--- src/rtl/axis_stall_detector.sv ---
// Per-channel AXI-Stream stall watcher: flags channels stuck waiting on a handshake and records the first one.
// Optional per-channel blocked-cycle statistics are built when AXIS_STALL_STATS_EN is defined.
module axis_stall_detector #(
  parameter int                NUM_CH       = 2,
  parameter int                STALL_CYCLES = 16,
  parameter logic [NUM_CH-1:0] DIR_MASK     = NUM_CH'(2'b01),
  parameter int                CNT_W        = 16
) (
  input  logic              clock,
  input  logic              reset,
  input  logic              enable,
  input  logic [NUM_CH-1:0] tvalid,
  input  logic [NUM_CH-1:0] tready,
  output logic [NUM_CH-1:0] axis_block_sigs,
  output logic              any_block,
  output logic [3:0]        first_ch,
  output logic              first_valid,
  output logic [31:0]       first_time,
  input  logic              clear,
  input  logic [3:0]        stat_sel,
  output logic [31:0]       stat_cycles
);

  localparam logic [CNT_W-1:0] STALL_MAX = CNT_W'(STALL_CYCLES);

  typedef enum logic [1:0] {
    S_IDLE    = 2'd0,
    S_WAIT    = 2'd1,
    S_BLOCKED = 2'd2
  } ch_state_t;

  ch_state_t         state_q [NUM_CH];
  ch_state_t         state_d [NUM_CH];
  logic [CNT_W-1:0]  cnt_q   [NUM_CH];
  logic [CNT_W-1:0]  cnt_d   [NUM_CH];
  logic [NUM_CH-1:0] wait_w;
  logic [NUM_CH-1:0] block_d;
  logic [NUM_CH-1:0] enter_w;
  logic [NUM_CH-1:0] block_q;
  logic              any_q;
  logic [31:0]       cyc_q;
  logic              first_valid_q;
  logic [3:0]        first_ch_q;
  logic [31:0]       first_time_q;
  logic              hit;
  logic [3:0]        hit_idx;

  // Input channels stall when the DUT is ready but starved; output channels when backpressured.
  always_comb begin
    for (int i = 0; i < NUM_CH; i++) begin
      wait_w[i]  = DIR_MASK[i] ? (tready[i] & ~tvalid[i]) : (tvalid[i] & ~tready[i]);
      state_d[i] = state_q[i];
      cnt_d[i]   = cnt_q[i];
      if (clear || !enable) begin
        state_d[i] = S_IDLE;
        cnt_d[i]   = '0;
      end else begin
        case (state_q[i])
          S_IDLE: begin
            if (wait_w[i]) begin
              state_d[i] = S_WAIT;
              cnt_d[i]   = CNT_W'(1);
            end
          end
          S_WAIT: begin
            if (wait_w[i]) begin
              cnt_d[i] = cnt_q[i] + CNT_W'(1);
              if ((cnt_q[i] + CNT_W'(1)) == STALL_MAX) state_d[i] = S_BLOCKED;
            end else begin
              state_d[i] = S_IDLE;
              cnt_d[i]   = '0;
            end
          end
          S_BLOCKED: begin
            if (wait_w[i]) begin
              cnt_d[i] = STALL_MAX;
            end else begin
              state_d[i] = S_IDLE;
              cnt_d[i]   = '0;
            end
          end
          default: begin
            state_d[i] = S_IDLE;
            cnt_d[i]   = '0;
          end
        endcase
      end
      block_d[i] = (state_d[i] == S_BLOCKED);
      enter_w[i] = block_d[i] && (state_q[i] != S_BLOCKED);
    end

    hit     = 1'b0;
    hit_idx = 4'd0;
    for (int i = 0; i < NUM_CH; i++) begin
      if (enter_w[i] && !hit) begin
        hit     = 1'b1;
        hit_idx = 4'(i);
      end
    end
  end

  always_ff @(posedge clock or negedge reset) begin
    if (!reset) begin
      for (int i = 0; i < NUM_CH; i++) begin
        state_q[i] <= S_IDLE;
        cnt_q[i]   <= '0;
      end
      block_q       <= '0;
      any_q         <= 1'b0;
      cyc_q         <= '0;
      first_valid_q <= 1'b0;
      first_ch_q    <= '0;
      first_time_q  <= '0;
    end else begin
      for (int i = 0; i < NUM_CH; i++) begin
        state_q[i] <= state_d[i];
        cnt_q[i]   <= cnt_d[i];
      end
      block_q <= block_d;
      any_q   <= |block_d;
      cyc_q   <= cyc_q + 32'd1;
      if (clear) begin
        first_valid_q <= 1'b0;
        first_ch_q    <= '0;
        first_time_q  <= '0;
      end else if (!first_valid_q && hit) begin
        first_valid_q <= 1'b1;
        first_ch_q    <= hit_idx;
        first_time_q  <= cyc_q;
      end
    end
  end

  assign axis_block_sigs = block_q;
  assign any_block       = any_q;
  assign first_valid     = first_valid_q;
  assign first_ch        = first_ch_q;
  assign first_time      = first_time_q;

`ifdef AXIS_STALL_STATS_EN
  logic [31:0] stat_cnt_q [NUM_CH];
  logic [31:0] stat_mux;
  logic [31:0] stat_q;

  // Out-of-range selects match no channel and read as zero.
  always_comb begin
    stat_mux = '0;
    for (int i = 0; i < NUM_CH; i++) begin
      if (stat_sel == 4'(i)) stat_mux = stat_cnt_q[i];
    end
  end

  always_ff @(posedge clock or negedge reset) begin
    if (!reset) begin
      for (int i = 0; i < NUM_CH; i++) stat_cnt_q[i] <= '0;
      stat_q <= '0;
    end else begin
      for (int i = 0; i < NUM_CH; i++) begin
        if (clear) stat_cnt_q[i] <= '0;
        else if ((state_q[i] == S_BLOCKED) && (stat_cnt_q[i] != 32'hFFFF_FFFF))
          stat_cnt_q[i] <= stat_cnt_q[i] + 32'd1;
      end
      stat_q <= stat_mux;
    end
  end

  assign stat_cycles = stat_q;
`else
  logic unused_stat_sel;
  assign unused_stat_sel = ^stat_sel;
  assign stat_cycles     = '0;
`endif

endmodule

--- config.mk ---
export PLATFORM = sky130hd
export DESIGN_NAME = axis_stall_detector
export DESIGN_NICKNAME = d
export VERILOG_FILES = /design/src/rtl/axis_stall_detector.sv
export SDC_FILE = /design/constraint.sdc
export NUM_CORES = 1
export LEC_CHECK = 0
export CAP_MARGIN = 40
export CELL_PAD_IN_SITES_DETAIL_PLACEMENT = 1
export CELL_PAD_IN_SITES_GLOBAL_PLACEMENT = 1
export CORE_MARGIN = 5
export CORE_UTILIZATION = 40
export CTS_CLUSTER_SIZE = 24
export DETAILED_ROUTE_END_ITERATION = 8
export PLACE_DENSITY = 0.88
export SYNTH_ARGS = -nofsm -noshare
export SYNTH_HDL_FRONTEND = slang
export SYNTH_SLANG_ARGS = --single-unit
--- constraint.sdc ---
create_clock -name clock -period 2.95 [get_ports clock]
set_input_delay 0.59 -clock clock [delete_from_list [all_inputs] [get_ports clock]]
set_output_delay 0.59 -clock clock [all_outputs]
set_load 0.01 [all_outputs]
### Word-level counts from Yosys, hierarchy flattened

Cells that the tools add are included.

* output and inout bits: 72
* RAM bits: 0
* logic and storage cells: 72
* memories: 0
* input bits: 12
* flip-flop bits (word level): 108
* memory bits (read-only): 0
* latch bits: 0

* reduce and logical (&&, ||, !) cells: 12
* shift operators: 0
* magnitude comparators: 0
* muxes and demuxes: 31
* bitwise operators: 4
* divide/modulo/power cells: 0
* multiply operators: 0
* eq/ne operators: 12
* add/subtract/negate cells: 3

Operators by type and width (number)
* 16-bit two-way mux: 6
* 16-bit case mux with 3 select lines: 2
* 32-bit two-way mux: 2
* 16-bit by 1-bit adder with 16-bit output (second input constant): 2
* 32-bit by 1-bit adder with 32-bit output (second input constant): 1
* 16-bit by 5-bit == test with 1-bit output (second input constant): 2
* 2-bit two-way mux: 10
* 2-bit case mux with 3 select lines: 2
* 5-bit two-way mux: 2
* 2-bit == test (second input constant): 4
* 4-bit two-way mux: 2
* 3-bit inequality test (second input constant): 2
* 1-bit two-way mux: 5
* 2-bit by 1-bit == test with 1-bit output (second input constant): 2
* 1-bit logical AND: 4
* 2-bit zero test: 2
* 2-bit inequality test (second input constant): 2
* 1-bit zero test: 3
* 1-bit AND: 2
* 1-bit NOT: 2
* 2-bit nonzero test: 1
* 2-bit OR reduction: 1
* 1-bit logical OR: 1

### Logic depth before layout (Yosys ltp)

* depth after elaboration: 15
* depth in mapped cells: 9
* gate-level depth less buffers: 8

### Least setup slack after synthesis

OpenSTA, ideal clock, no wires.

* path kind: register to register
* start point: register cnt_q[17] in the netlist's numbering
* end point: register first_time_q[10], in the netlist first_time[10]
* arrival time: 2.587 ns
* required time: 2.825 ns
* period minus slack after synthesis: 2.713 ns
* path buffers: 1
* cell stages (with the launch flop): 10
* library setup time: 0.125 ns
* slack: 0.237 ns
* path through: dfrtp_1 ha_1 nand4_2 nor3_4 mux2i_1 a2111oi_4 nand3_1 a21oi_4 buf_6 mux2_4

* cells in the longest elaborated chain, start to end: 14

RTL lines
* from (decl): RTL line 34 `logic [CNT_W-1:0] cnt_q [NUM_CH];`
* from (signal, indexed assignment): RTL line 117 `cnt_q[i] <= cnt_d[i];`
* 16-bit by 1-bit adder with 16-bit output (*): RTL line 68 `if ((cnt_q[i] + CNT_W'(1)) == STALL_MAX) state_d[i] = S_BLOCKED;`
* 16-bit by 5-bit == test with 1-bit output (*): RTL line 68
* 2-bit two-way mux (*): RTL line 68
* 2-bit two-way mux (*): RTL line 66 `if (wait_w[i]) begin`
* 2-bit case mux with 3 select lines (*): RTL line 58 `case (state_q[i])`
* 2-bit two-way mux (*): RTL line 54 `if (clear || !enable) begin`
* 2-bit == test (*): RTL line 88 `block_d[i] = (state_d[i] == S_BLOCKED);`
* 1-bit logical AND (*): RTL line 89 `enter_w[i] = block_d[i] && (state_q[i] != S_BLOCKED);`
* 1-bit two-way mux (*): RTL line 95 `if (enter_w[i] && !hit) begin`
* 1-bit zero test: RTL line 95
* 1-bit logical AND: RTL line 95
* 1-bit two-way mux (*): RTL line 95
* 1-bit logical AND (*): RTL line 126 `end else if (!first_valid_q && hit) begin`
* 2-bit nonzero test (no source line) (*)
* to (signal assigned): RTL line 129 `first_time_q <= cyc_q;`
* to (decl): RTL line 44 `logic [31:0] first_time_q;`

Every way passes the cells marked *; elsewhere a longest branch is shown, timed or not.
A chain may end at the register's enable or synchronous reset.

### Worst setup path in the final report

* start point: register cnt_q[21] in the netlist's numbering
* end point: register first_time_q[15], in the netlist first_time[15]

The elaborated chain is that of the path after synthesis.

==> summary.txt <==
Worst setup path
  • Worst reg2reg path endpoint: first_time[15]$_DFFE_PN0P_
  • Crit-path slowest cell: sky130_fd_sc_hd__dfrtp_1
  • Worst Reg2Reg Path Length in Cells: 9
  • Critical path peak fanout: 9
  • Capturing element of the worst setup path: first_time[15]$_DFFE_PN0P_
  • Critical path capture point type: register
  • CP Data Arrival Time: 3110 ps
  • Worst reg2reg setup slack: 70 ps
  • Kind of start point of the critical path: register
  • Critical Path Max Stage Delay: 530 ps
  • Worst reg2reg startpoint: cnt_q[21]$_DFFE_PN0P_
  • Worst setup path start: cnt_q[21]$_DFFE_PN0P_
  • Category of the most critical setup path: reg2reg
  • Worst path required time: 3190 ps
  • Cell-by-cell listing of the critical path: nand4_4, nor4_4, mux2i_1, a2111oi_4, nand3_2, a21oi_4, buf_12, clkbuf_16, mux2_4

Placed design
  • Worst setup slack before clock tree synthesis: -63.9 ps
  • Total half-perimeter wirelength after legalization and detailed placement: 9.96 mm
  • Area after detailed placement: 6410 µm²
  • RePlAce Congestion: 0.914
  • Port Buffer Count: 44

Drt
  • DR vias: 4,412
  • Via count normalized by instance count: 5.36
  • Antenna-violating nets left: 0
  • Number of detailed-routing iterations run before antenna repair: 4
  • Number of DRC violations after detailed routing: 0
  • Drt first-iter violations: 252
  • DRT Wirelength: 15.1 mm
  • Average wire per cell in the routed design: 18.4 µm

Synth
  • Post-synthesis instance area: 5780 µm²
  • Number of flops mapped to enable cells by yosys: 0
  • Gate count of the mapped netlist: 574
  • Synth top cells by count: 105 x sky130_fd_sc_hd__dfrtp_1, 47 x sky130_fd_sc_hd__nor2_1, 40 x sky130_fd_sc_hd__o21ai_0, 38 x sky130_fd_sc_hd__nand2_1, 35 x sky130_fd_sc_hd__buf_4
  • Count leader, synth: sky130_fd_sc_hd__dfrtp_1
  • Number of unique standard cell types used by synthesis: 57
  • Async set-reset flop share out of synthesis: 100%
  • Mean area per synthesized cell: 10.1 µm²
  • Share of the synthesized area in the top cell type: 45.4%
  • Portion of the post-synthesis area used by sequential elements: 45.4%
  • Count of state elements after synthesis: 105
  • Synthesis Warnings: 0
  • Top cells by area in the synthesized netlist: sky130_fd_sc_hd__dfrtp_1 45%, sky130_fd_sc_hd__mux2_4 7.3%, sky130_fd_sc_hd__buf_4 4.5%
  • Largest area contributor in the synthesized netlist: sky130_fd_sc_hd__dfrtp_1
  • Leading register cell type out of synthesis: sky130_fd_sc_hd__dfrtp_1

CTS
  • CTS tree: yes
  • Buffer depth of the longest clock path: 2
  • Root cell of the clock tree: sky130_fd_sc_hd__clkbuf_16
  • Total clock buffers created by CTS: 9
  • H-tree Lvls: 3
  • Clock transition at the registers of the reported paths: 70 ps
  • Number of clock sinks: 105
  • Clk_lat worst skew: 350 ps

Floorplan
  • Area inside the core boundary: 14,400 µm²
  • DIE AREA: 17,000 µm²
  • I/O pin cnt: 84
  • Total number of placement rows: 44
  • Effective utilization at floorplan: 40.3%
  • Die width: 130 µm
  • Die extent in y: 130 µm

Timing
  • Post-Route Skew: 8.85 ps
  • Period utilisation layout: 97.5%
  • Sum of negative setup slack: 0 ps
  • Count of endpoints failing setup in the final report: 0
  • Final number of hold-violating endpoints: 0
  • Setup slack after layout: 74.4 ps
  • Number of max-slew violations in the final report: 0
  • Slew at the pin closest to its max-slew limit: 600 ps
  • Min cycle time layout: 2880 ps
  • Max Clock Freq: 348 MHz
  • Worst max-slew margin expressed relative to the limit: 59.6%
  • Worst hold slack after final layout: 228 ps

Layout
  • Net total in the final layout: 650
  • ANT cells: 0
  • Area Overhead vs Synth: 19.1%
  • Ratio of cells with drive above 1 in the final layout: 16.1%
  • Final instance area: 6890 µm²

Power and ir drop
  • Clock share of power: 44.6%
  • Maximum vdd drop: 0.350 mV
  • PnR Total Power: 2800 µW
  • Standby leakage power: 0.00302 µW
  • Switch Pwr: 658 µW
  • Sequential group share of total power: 51.6%
  • Power density over the cells: 406 nW/µm²
  • Gate power share: 3.8%
  • Internal power: 2140 µW
  • Net switching share of the total power: 23.5%

Job
  • Max-cap violation count: 0

Global route
  • Wire length of the first global-routing pass: 24.0 mm
  • Overflow left after global routing: 0
  • Largest net degree at the start of global routing: 64
  • Number of antenna violations at the first check in global routing: 0
  • Total routing resource utilization after global routing: 17.7%
  • Vias in the first global route: 4,766

Min path
  • Worst hold path type: in2async

Run status
  • Outcome: complete, no violations
worst min-delay path by stage:
stage	start	to	slack, ps	cells past startpoint
global placement	cyc_q[31]$_DFF_PN0_	cyc_q[31]$_DFF_PN0_	460	1
detailed placement	cyc_q[26]$_DFF_PN0_	cyc_q[26]$_DFF_PN0_	480	1
CTS	reset	cyc_q[29]$_DFF_PN0_	250	1
floorplan	reset	any_block$_DFF_PN0_	290	0
global route	reset	cyc_q[29]$_DFF_PN0_	260	1
finish	reset	cyc_q[29]$_DFF_PN0_	230	1
critical path: cells and delay by family (launching register included):
| kind | cells | cell delay (ps) |
|---|---|---|
| DFF | 1 | 530 |
| buffers and inverters | 2 | 310 |
| muxes | 2 | 500 |
| and+or+nand+nor | 3 | 730 |
| AOI/OAI and AO/OA | 2 | 680 |
routing by layer:
layer | share of wire [%] | GRT usage [%] | up-vias
li1 | - | - | 2055
met1 | 43 | 22.3 | 2238
met2 | 52 | 31.0 | 105
met3 | 4.1 | 4.05 | 14
met4 | 1.1 | 4.10 | 0
met5 | 0 | 0 | -
placed cells by master, fill, tap and decap left out, types with 4 or more instances in the layout:
cell type,instances
sky130_fd_sc_hd__and4_1,6
sky130_fd_sc_hd__a21o_1,4
sky130_fd_sc_hd__o21ai_0,40
sky130_fd_sc_hd__nor3_1,8
sky130_fd_sc_hd__dfrtp_1,102
sky130_fd_sc_hd__nand3_1,30
sky130_fd_sc_hd__or2_2,4
sky130_fd_sc_hd__o31ai_1,8
sky130_fd_sc_hd__nand2_1,37
sky130_fd_sc_hd__clkbuf_16,11
sky130_fd_sc_hd__mux2_4,28
sky130_fd_sc_hd__xor2_1,15
sky130_fd_sc_hd__xnor2_1,25
sky130_fd_sc_hd__conb_1,35
sky130_fd_sc_hd__a21oi_1,7
sky130_fd_sc_hd__nor2_1,47
sky130_fd_sc_hd__clkdlybuf4s50_1,43
sky130_fd_sc_hd__inv_1,6
sky130_fd_sc_hd__nor4_1,7
sky130_fd_sc_hd__a31oi_1,6
sky130_fd_sc_hd__mux2i_1,4
sky130_fd_sc_hd__nand4_1,13
sky130_fd_sc_hd__buf_4,27
sky130_fd_sc_hd__and2_1,4
sky130_fd_sc_hd__nor2b_1,33
sky130_fd_sc_hd__or3_1,8
sky130_fd_sc_hd__nand2b_1,10
sky130_fd_sc_hd__a211oi_1,5
sky130_fd_sc_hd__and3_1,8
registers in the layout, indices dropped and copies added (netlist names):
signal / count
cyc_q: 32
axis_block_sigs: 2
cnt_q: 32
first_ch: 1
first_valid: 1
state_q: 4
any_block: 1
first_time: 32
power by group through the flow:
stage | clock network [µW] | registers, µW | logic [µW]
2_1_floorplan | 0 | 1470 | 79.1
3_3_place_gp | 0 | 1470 | 102
3_5_place_dp | 0 | 1470 | 106
4_1_cts | 1280 | 1440 | 106
5_1_grt | 1330 | 1440 | 121
6_report | 1250 | 1440 | 106
logic make-up (layout without fill, tap and decap cells):
kind of cell	count (synthesis)	count (layout)	synth area share (%)
other cells	1	35	0.0648
flops	105	105	45.4
xor+xnor	40	40	6.06
compound gates	87	87	10.1
fa+ha+maj	4	4	0.865
simple gates	235	235	22.0
buf+inv	68	99	7.18
mux	34	34	8.35
metrics by stage:
stage          util [%]  instances
6_report           47.9        823
5_1_grt            47.9        823
4_1_cts            47.1        817
3_5_place_dp       44.6        801
3_3_place_gp       44.6        801
2_1_floorplan         -        608
area by class of cell:
type | instances | area (µm²)
Fill cell | 1570 | 7480
Multi-Input combinational cell | 435 | 2940
Sequential cell | 105 | 2630
Timing Repair Buffer | 76 | 754
Tap cell | 184 | 230
Clock buffer | 10 | 229
Clock inverter | 6 | 73.8
Inverter | 7 | 26.3
repair_timing:
item                                    in CTS  in global routing
setup buffers                                0                  3
gates resized for setup                      9                  5
endpoints found under the hold margin        0                  0
gates cloned                                 0                  3
pin swaps                                    2                  3
endpoints found under the setup margin       5                 30
hold buffers                                 0                  0
Power figures use the tool's default switching activity.
